File: src/rtl/fix_to_float_if.sv
// ============================================================================
// Module      : fix_to_float_if
// Description : Start/done handshake and data bundle for fix_to_float.
// Revision    : 1.0 - initial release
// ============================================================================
`default_nettype none

interface fix_to_float_if;
    logic        start;
    logic [4:0]  fixpointpos;
    logic [31:0] fixnumber;
    logic        busy;
    logic        done;
    logic [31:0] result;

    modport master (
        output start,
        output fixpointpos,
        output fixnumber,
        input  busy,
        input  done,
        input  result
    );

    modport slave (
        input  start,
        input  fixpointpos,
        input  fixnumber,
        output busy,
        output done,
        output result
    );
endinterface

`default_nettype wire

File: src/rtl/fix_to_float.sv
// ============================================================================
// Module      : fix_to_float
// Description : Signed fixed-point to IEEE-754 single converter, one-bit-per-
//               cycle normalization, truncating mantissa.
// Revision    : 1.0 - initial release
// ============================================================================
`default_nettype none

module fix_to_float (
    input  wire logic     clk,
    input  wire logic     rst,
    fix_to_float_if.slave bus
);

    typedef enum logic [1:0] {
        IDLE = 2'd0,
        NORM = 2'd1,
        PACK = 2'd2
    } state_t;

    state_t      state;
    state_t      state_next;

    logic        sign;
    logic [31:0] mag;
    logic [4:0]  k;
    logic [4:0]  fp;
    logic        zero;
    logic        done_q;
    logic [31:0] result_q;

    logic [31:0] abs_in;
    logic [8:0]  exp_w;
    logic        unused_bits;

    // Two's-complement negate; 0x80000000 maps onto itself, read as unsigned.
    assign abs_in = bus.fixnumber[31] ? (~bus.fixnumber + 32'd1) : bus.fixnumber;
    assign exp_w  = 9'd158 - {4'd0, k} - {4'd0, fp};

    // Truncated mantissa bits and the always-zero exponent MSB are dropped.
    assign unused_bits = ^{mag[7:0], exp_w[8]};

    assign bus.busy   = (state != IDLE) || done_q;
    assign bus.done   = done_q;
    assign bus.result = result_q;

    always_ff @(posedge clk) begin
        if (rst) begin
            state <= IDLE;
        end else begin
            state <= state_next;
        end
    end

    // Zero input still passes through NORM so its latency matches k=0 (two cycles).
    always_comb begin
        state_next = state;
        case (state)
            IDLE: if (bus.start)          state_next = NORM;
            NORM: if (mag[31] || zero)    state_next = PACK;
            PACK:                         state_next = IDLE;
            default:                      state_next = IDLE;
        endcase
    end

    always_ff @(posedge clk) begin
        if (rst) begin
            sign     <= 1'b0;
            mag      <= 32'd0;
            k        <= 5'd0;
            fp       <= 5'd0;
            zero     <= 1'b0;
            done_q   <= 1'b0;
            result_q <= 32'd0;
        end else begin
            done_q <= 1'b0;
            case (state)
                IDLE: begin
                    if (bus.start) begin
                        sign <= bus.fixnumber[31];
                        mag  <= abs_in;
                        fp   <= bus.fixpointpos;
                        k    <= 5'd0;
                        zero <= (bus.fixnumber == 32'd0);
                    end
                end
                NORM: begin
                    if (!mag[31] && !zero) begin
                        mag <= mag << 1;
                        k   <= k + 5'd1;
                    end
                end
                PACK: begin
                    result_q <= zero ? 32'd0 : {sign, exp_w[7:0], mag[30:8]};
                    done_q   <= 1'b1;
                end
                default: ;
            endcase
        end
    end

endmodule

`default_nettype wire
File: src/flat_wrapper.sv
// flat-port wrapper written by rule: the top's interface ports become plain ports
module fix_to_float_flat 
  (clk, rst, bus_start, bus_fixpointpos, bus_fixnumber, bus_busy, bus_done, bus_result);
  fix_to_float_if bus_i ();
  input  wire logic clk;
  input  wire logic rst;
  input wire logic [$bits(bus_i.start)-1:0] bus_start;
  input wire logic [$bits(bus_i.fixpointpos)-1:0] bus_fixpointpos;
  input wire logic [$bits(bus_i.fixnumber)-1:0] bus_fixnumber;
  output wire logic [$bits(bus_i.busy)-1:0] bus_busy;
  output wire logic [$bits(bus_i.done)-1:0] bus_done;
  output wire logic [$bits(bus_i.result)-1:0] bus_result;
  assign bus_i.start = bus_start;
  assign bus_i.fixpointpos = bus_fixpointpos;
  assign bus_i.fixnumber = bus_fixnumber;
  assign bus_busy = bus_i.busy;
  assign bus_done = bus_i.done;
  assign bus_result = bus_i.result;
  fix_to_float u_core (.clk(clk), .rst(rst), .bus(bus_i));
endmodule
File: config.mk
export PLATFORM = sky130hd
export DESIGN_NAME = fix_to_float_flat
export DESIGN_NICKNAME = d
export VERILOG_FILES = /design/src/rtl/fix_to_float_if.sv /design/src/rtl/fix_to_float.sv /design/src/flat_wrapper.sv
export SDC_FILE = /design/constraint.sdc
export NUM_CORES = 1
export LEC_CHECK = 0
export BUFFER_PORTS_ARGS = -buffer_cell sky130_fd_sc_hd__buf_2
export CAP_MARGIN = 20
export CELL_PAD_IN_SITES_DETAIL_PLACEMENT = 2
export CELL_PAD_IN_SITES_GLOBAL_PLACEMENT = 2
export CORE_UTILIZATION = 35
export DETAILED_ROUTE_END_ITERATION = 10
export GPL_ROUTABILITY_DRIVEN = 0
export HOLD_SLACK_MARGIN = 0.12
export PLACE_DENSITY = 0.91
export SETUP_SLACK_MARGIN = 0.05
export SLEW_MARGIN = 20
export SYNTH_ARGS = -nofsm -noshare
export SYNTH_HDL_FRONTEND = slang
export SYNTH_SLANG_ARGS = --single-unit
File: constraint.sdc
create_clock -name clk -period 6.59 [get_ports clk]
set_input_delay 1.318 -clock clk [delete_from_list [all_inputs] [get_ports clk]]
set_output_delay 1.318 -clock clk [all_outputs]
set_load 0.05 [all_outputs]
==> Implementation_results.wiki <==
{| class="wikitable"
! Metric !! Value
|-
| Setup repair after global routing missed its margin || no
|-
| Worst reg2reg endpoint || u_core.mag[22]
|-
| Mean Syn Cell Area || roughly 8.0 um2
|-
| Pin count of the biggest net entering global routing || around 80
|-
| Critical Path Start Type || primary input
|-
| Worst-path cell with the longest stage delay || sky130_fd_sc_hd__or4_1
|-
| Overflow after GRT || 0
|-
| Portion of netlist area occupied by mux cells || less than 1%
|-
| TritonCTS clock tree || yes
|-
| # clock sinks || slightly below 80
|-
| Final Routed Wirelength || approximately 15000 um
|-
| Number of instances in the synthesized netlist || 528
|-
| Final Core Density || between 40% and 50%
|-
| Placed instance count || between 700 and 800
|-
| Worst hold path class || flip-flop to flip-flop
|-
| Drt wl/cell || around 21 um
|-
| Chip width || between 100 and 150 um
|-
| Via count of the routed design || around 4200
|-
| Number of max-capacitance violations reported || 0
|-
| Commonest cells after routing, fill and taps aside || sky130_fd_sc_hd__dfxtp_1 (79), sky130_fd_sc_hd__buf_2 (73), sky130_fd_sc_hd__nor2_1 (72)
|-
| Count of boundary I/O pins || 74
|-
| Max clock buf depth || 2
|-
| Leakage power total || around 0.002 uW
|-
| Library cell used as clock root buffer || sky130_fd_sc_hd__clkbuf_16
|-
| Top_reg_cell synth || sky130_fd_sc_hd__dfxtp_1
|-
| YS warnings || 0
|-
| Non-Filler Instances || 721
|-
| Share of flip-flops with an asynchronous set or reset || 0%
|-
| Core Area || 11600 um2
|-
| Critical Path Max Stage Delay || just over 600 ps
|-
| Internal reg-to-reg setup slack || between 3000 and 4000 ps
|-
| Violated checks || design-rule violations
|-
| Data required time at the worst endpoint || roughly 6800 ps
|-
| Sequential-to-total area share from yosys stat || a little under two fifths
|-
| Worst clock skew on the final layout || around 7.6 ps
|-
| Worst setup path endpoint || u_core.mag[24]
|-
| Layer with the highest usage || met2
|-
| P per Cell Area || 256 nW/um2
|-
| Final Slew Violations || 0
|-
| Synthesized-area fraction occupied by and/or/nand/nor cells || 25.1%
|-
| Critical Path Fanout Max || 8
|-
| Share of cells above drive strength 1 || between 10% and 20%
|-
| Insertion delay of the later-clocked pin in the worst-skew pair || between 300 and 400 ps
|-
| Worst Path Class, Setup || primary input to flip-flop
|-
| HPWL reported at the end of detailed placement || 9810 um
|-
| Crit path arrival time || 3690 ps
|-
| Total Routing Usage GR || about a quarter
|-
| Pre-Repair DR Iteration Count || 7
|-
| Starting utilization of the core area || a little over a third
|-
| Transition time at the pin with the least slew margin || between 1000 and 1500 ps
|-
| Buffers inserted by post-CTS timing repair || 0
|-
| Final worst slack || just over 3000 ps
|-
| Worst slack at placement || around 2900 ps
|-
| Max Freq || between 200 and 300 MHz
|-
| Synth Net Count || between 500 and 600
|-
| Via density per instance || approximately 6
|-
| Fin nets || between 600 and 700
|-
| Launching element of the worst setup path || bus_fixnumber[0]
|-
| Remaining routing DRC violations || 6
|-
| CTS H-tree depth || 3
|-
| Vias in the first global route || between 4000 and 5000
|-
| Antenna violations before repair || 0
|-
| Xor/xnor cell area share of the yosys netlist || ~5.8%
|-
| Number of CTS-inserted buffers || 9
|-
| Inserted Diodes || 0
|-
| Vert. Die Dim || 112 um
|-
| ANT nets after route || 0
|-
| Max-Slew Margin vs Limit || 32.9%
|-
| Setup TNS || 0 ps
|-
| Met3 demand-to-capacity share in global routing || under 10%
|-
| Clk pin slew, worst setup/hold paths || 60 ps
|-
| Die Area || 12600 um2
|-
| Final Hold Violating Endpoints || 0
|-
| Global-route wire length before repair || 24500 um
|-
| Fillcell total || 1328
|-
| Count of unique library cells instantiated by Yosys || 54
|-
| Series of cell instances along the critical path || buf_2 > inv_1 > ha_1 > or4b_2 > or4_1 > o41ai_1 > xor2_1 > o22ai_1
|-
| Detailed router's first-iteration violation count || between 150 and 200
|-
| Peak supply drop || between 0.1 and 0.15 mV
|-
| Most common library cell in the layout ignoring fill and taps || sky130_fd_sc_hd__dfxtp_1
|-
| Final period demand of the worst path || 3490 ps
|-
| Global Route met1 Usage || a little under a third
|-
| Synthesized-area fraction occupied by ao, oa, aoi and oai cells || a little over a fifth
|-
| Adder-cell share of the synthesized area || 4.19%
|-
| Area delta synth->final || 16.9%
|-
| Status || finished, violations left
|-
| Met2 Track Usage GR || a little over two fifths
|-
| Post-route fraction of the period consumed by the critical path || 53.0%
|-
| Number of buffers inserted by hold repair at cts || 0
|-
| Reg-to-Reg Start || u_core.zero
|-
| Post-cts gate resize count || 0
|-
| Total of flip-flops plus latches after synthesis || between 70 and 80
|-
| FF-to-FF path depth || 6
|-
| Number of flops mapped to enable cells by yosys || 0
|-
| Main combinational cell family by area after synthesis || simple AND/OR/NAND/NOR gates
|-
| # setup viols final || 0
|-
| Netlist area before placement || ~4200 um2
|-
| Standard-cell rows || 39
|-
| Critical Path End Type || flip-flop
|-
| Number of input and output port buffers inserted || 73
|}
-- metal layers --
layer | wire length, um | up-vias
met4 | 304 | 0
met5 | 0 | -
li1 | - | 1957
met3 | 467 | 22
met2 | 7690 | 95
met1 | 6740 | 2134
-- Yosys cell counts (all sizes together) (4+ instances only) --
library cell | count | area share (%)
xnor2 | 14 | 2.9
nand2b | 6 | 0.88
o31ai | 6 | 1.1
inv | 15 | 1.3
clkbuf | 33 | 2.9
o41ai | 11 | 3.1
nor3 | 12 | 1.4
buf | 10 | 1.3
a21oi | 64 | 7.5
nor2 | 73 | 6.6
nor4 | 4 | 0.59
xor2 | 14 | 2.9
dfxtp | 79 | 37
and3 | 7 | 1.0
or4 | 8 | 1.6
ha | 11 | 3.2
nand3 | 7 | 0.83
o22ai | 7 | 1.0
nor3b | 30 | 5.3
a22oi | 4 | 0.71
nand2 | 41 | 3.6
o21ai | 18 | 2.1
a211oi | 4 | 0.71
or3 | 7 | 1.0
-- power by group --
part	leakage (uW)	internal (uW)	total, uW	switching [uW]
sequential	0.000644	506	528	22.6
combinational	0.00117	79.0	222	143
clock	0.000145	312	517	206
total	0.00195	896	1270	371
-- registers in the layout (all words and copies together) (netlist names) --
register           cells
u_core.state           2
u_core.k               5
u_core.sign            1
u_core.zero            1
u_core.fp              5
u_core.mag            32
u_core.bus.done        1
u_core.bus.result     32
-- final cells by class --
cell class	count	area [um2]	area share (%)
multi-input combinational	391	2440	49.2
clock buffer	12	256	5.17
inverter	15	56.3	1.14
clock inverter	3	42.5	0.858
tap	143	179	3.61
timing repair buffer	78	403	8.12
sequential	79	1580	31.9
-- stage by stage --
step / power [uW] / cell area [um2] / hold WS, ps
2_1_floorplan: 676 / 4240 / 431
3_3_place_gp: 736 / 4660 / 443
3_5_place_dp: 752 / 4660 / 457
4_1_cts: 1270 / 4960 / 466
5_1_grt: 1320 / 4960 / 483
6_report: 1270 / 4960 / 462
-- worst min-delay path by stage --
stage | startpoint | endpoint | depth (start not counted)
floorplan | u_core.mag[28] | u_core.mag[28] | 2
global placement | u_core.mag[7] | u_core.mag[7] | 2
detailed placement | u_core.mag[5] | u_core.mag[5] | 2
CTS | u_core.mag[5] | u_core.mag[5] | 2
global route | u_core.mag[7] | u_core.mag[7] | 2
finish | u_core.mag[5] | u_core.mag[5] | 2
-- critical path: cells and delay by family --
family / cells / cell delay, ps
simple gates: 2 / 1190
compound gates: 2 / 570
xor+xnor: 1 / 240
fa+ha+maj: 1 / 190
buf+inv: 2 / 180
-- cell families (layout without fill, tap and decap cells) --
group / count (synthesis) / count (layout)
simple gates: 208 / 208
compound gates: 139 / 139
flops: 79 / 79
buf+inv: 58 / 108
xor+xnor: 28 / 28
fa+ha+maj: 13 / 13
mux: 3 / 3
Power figures use the tool's default switching activity.
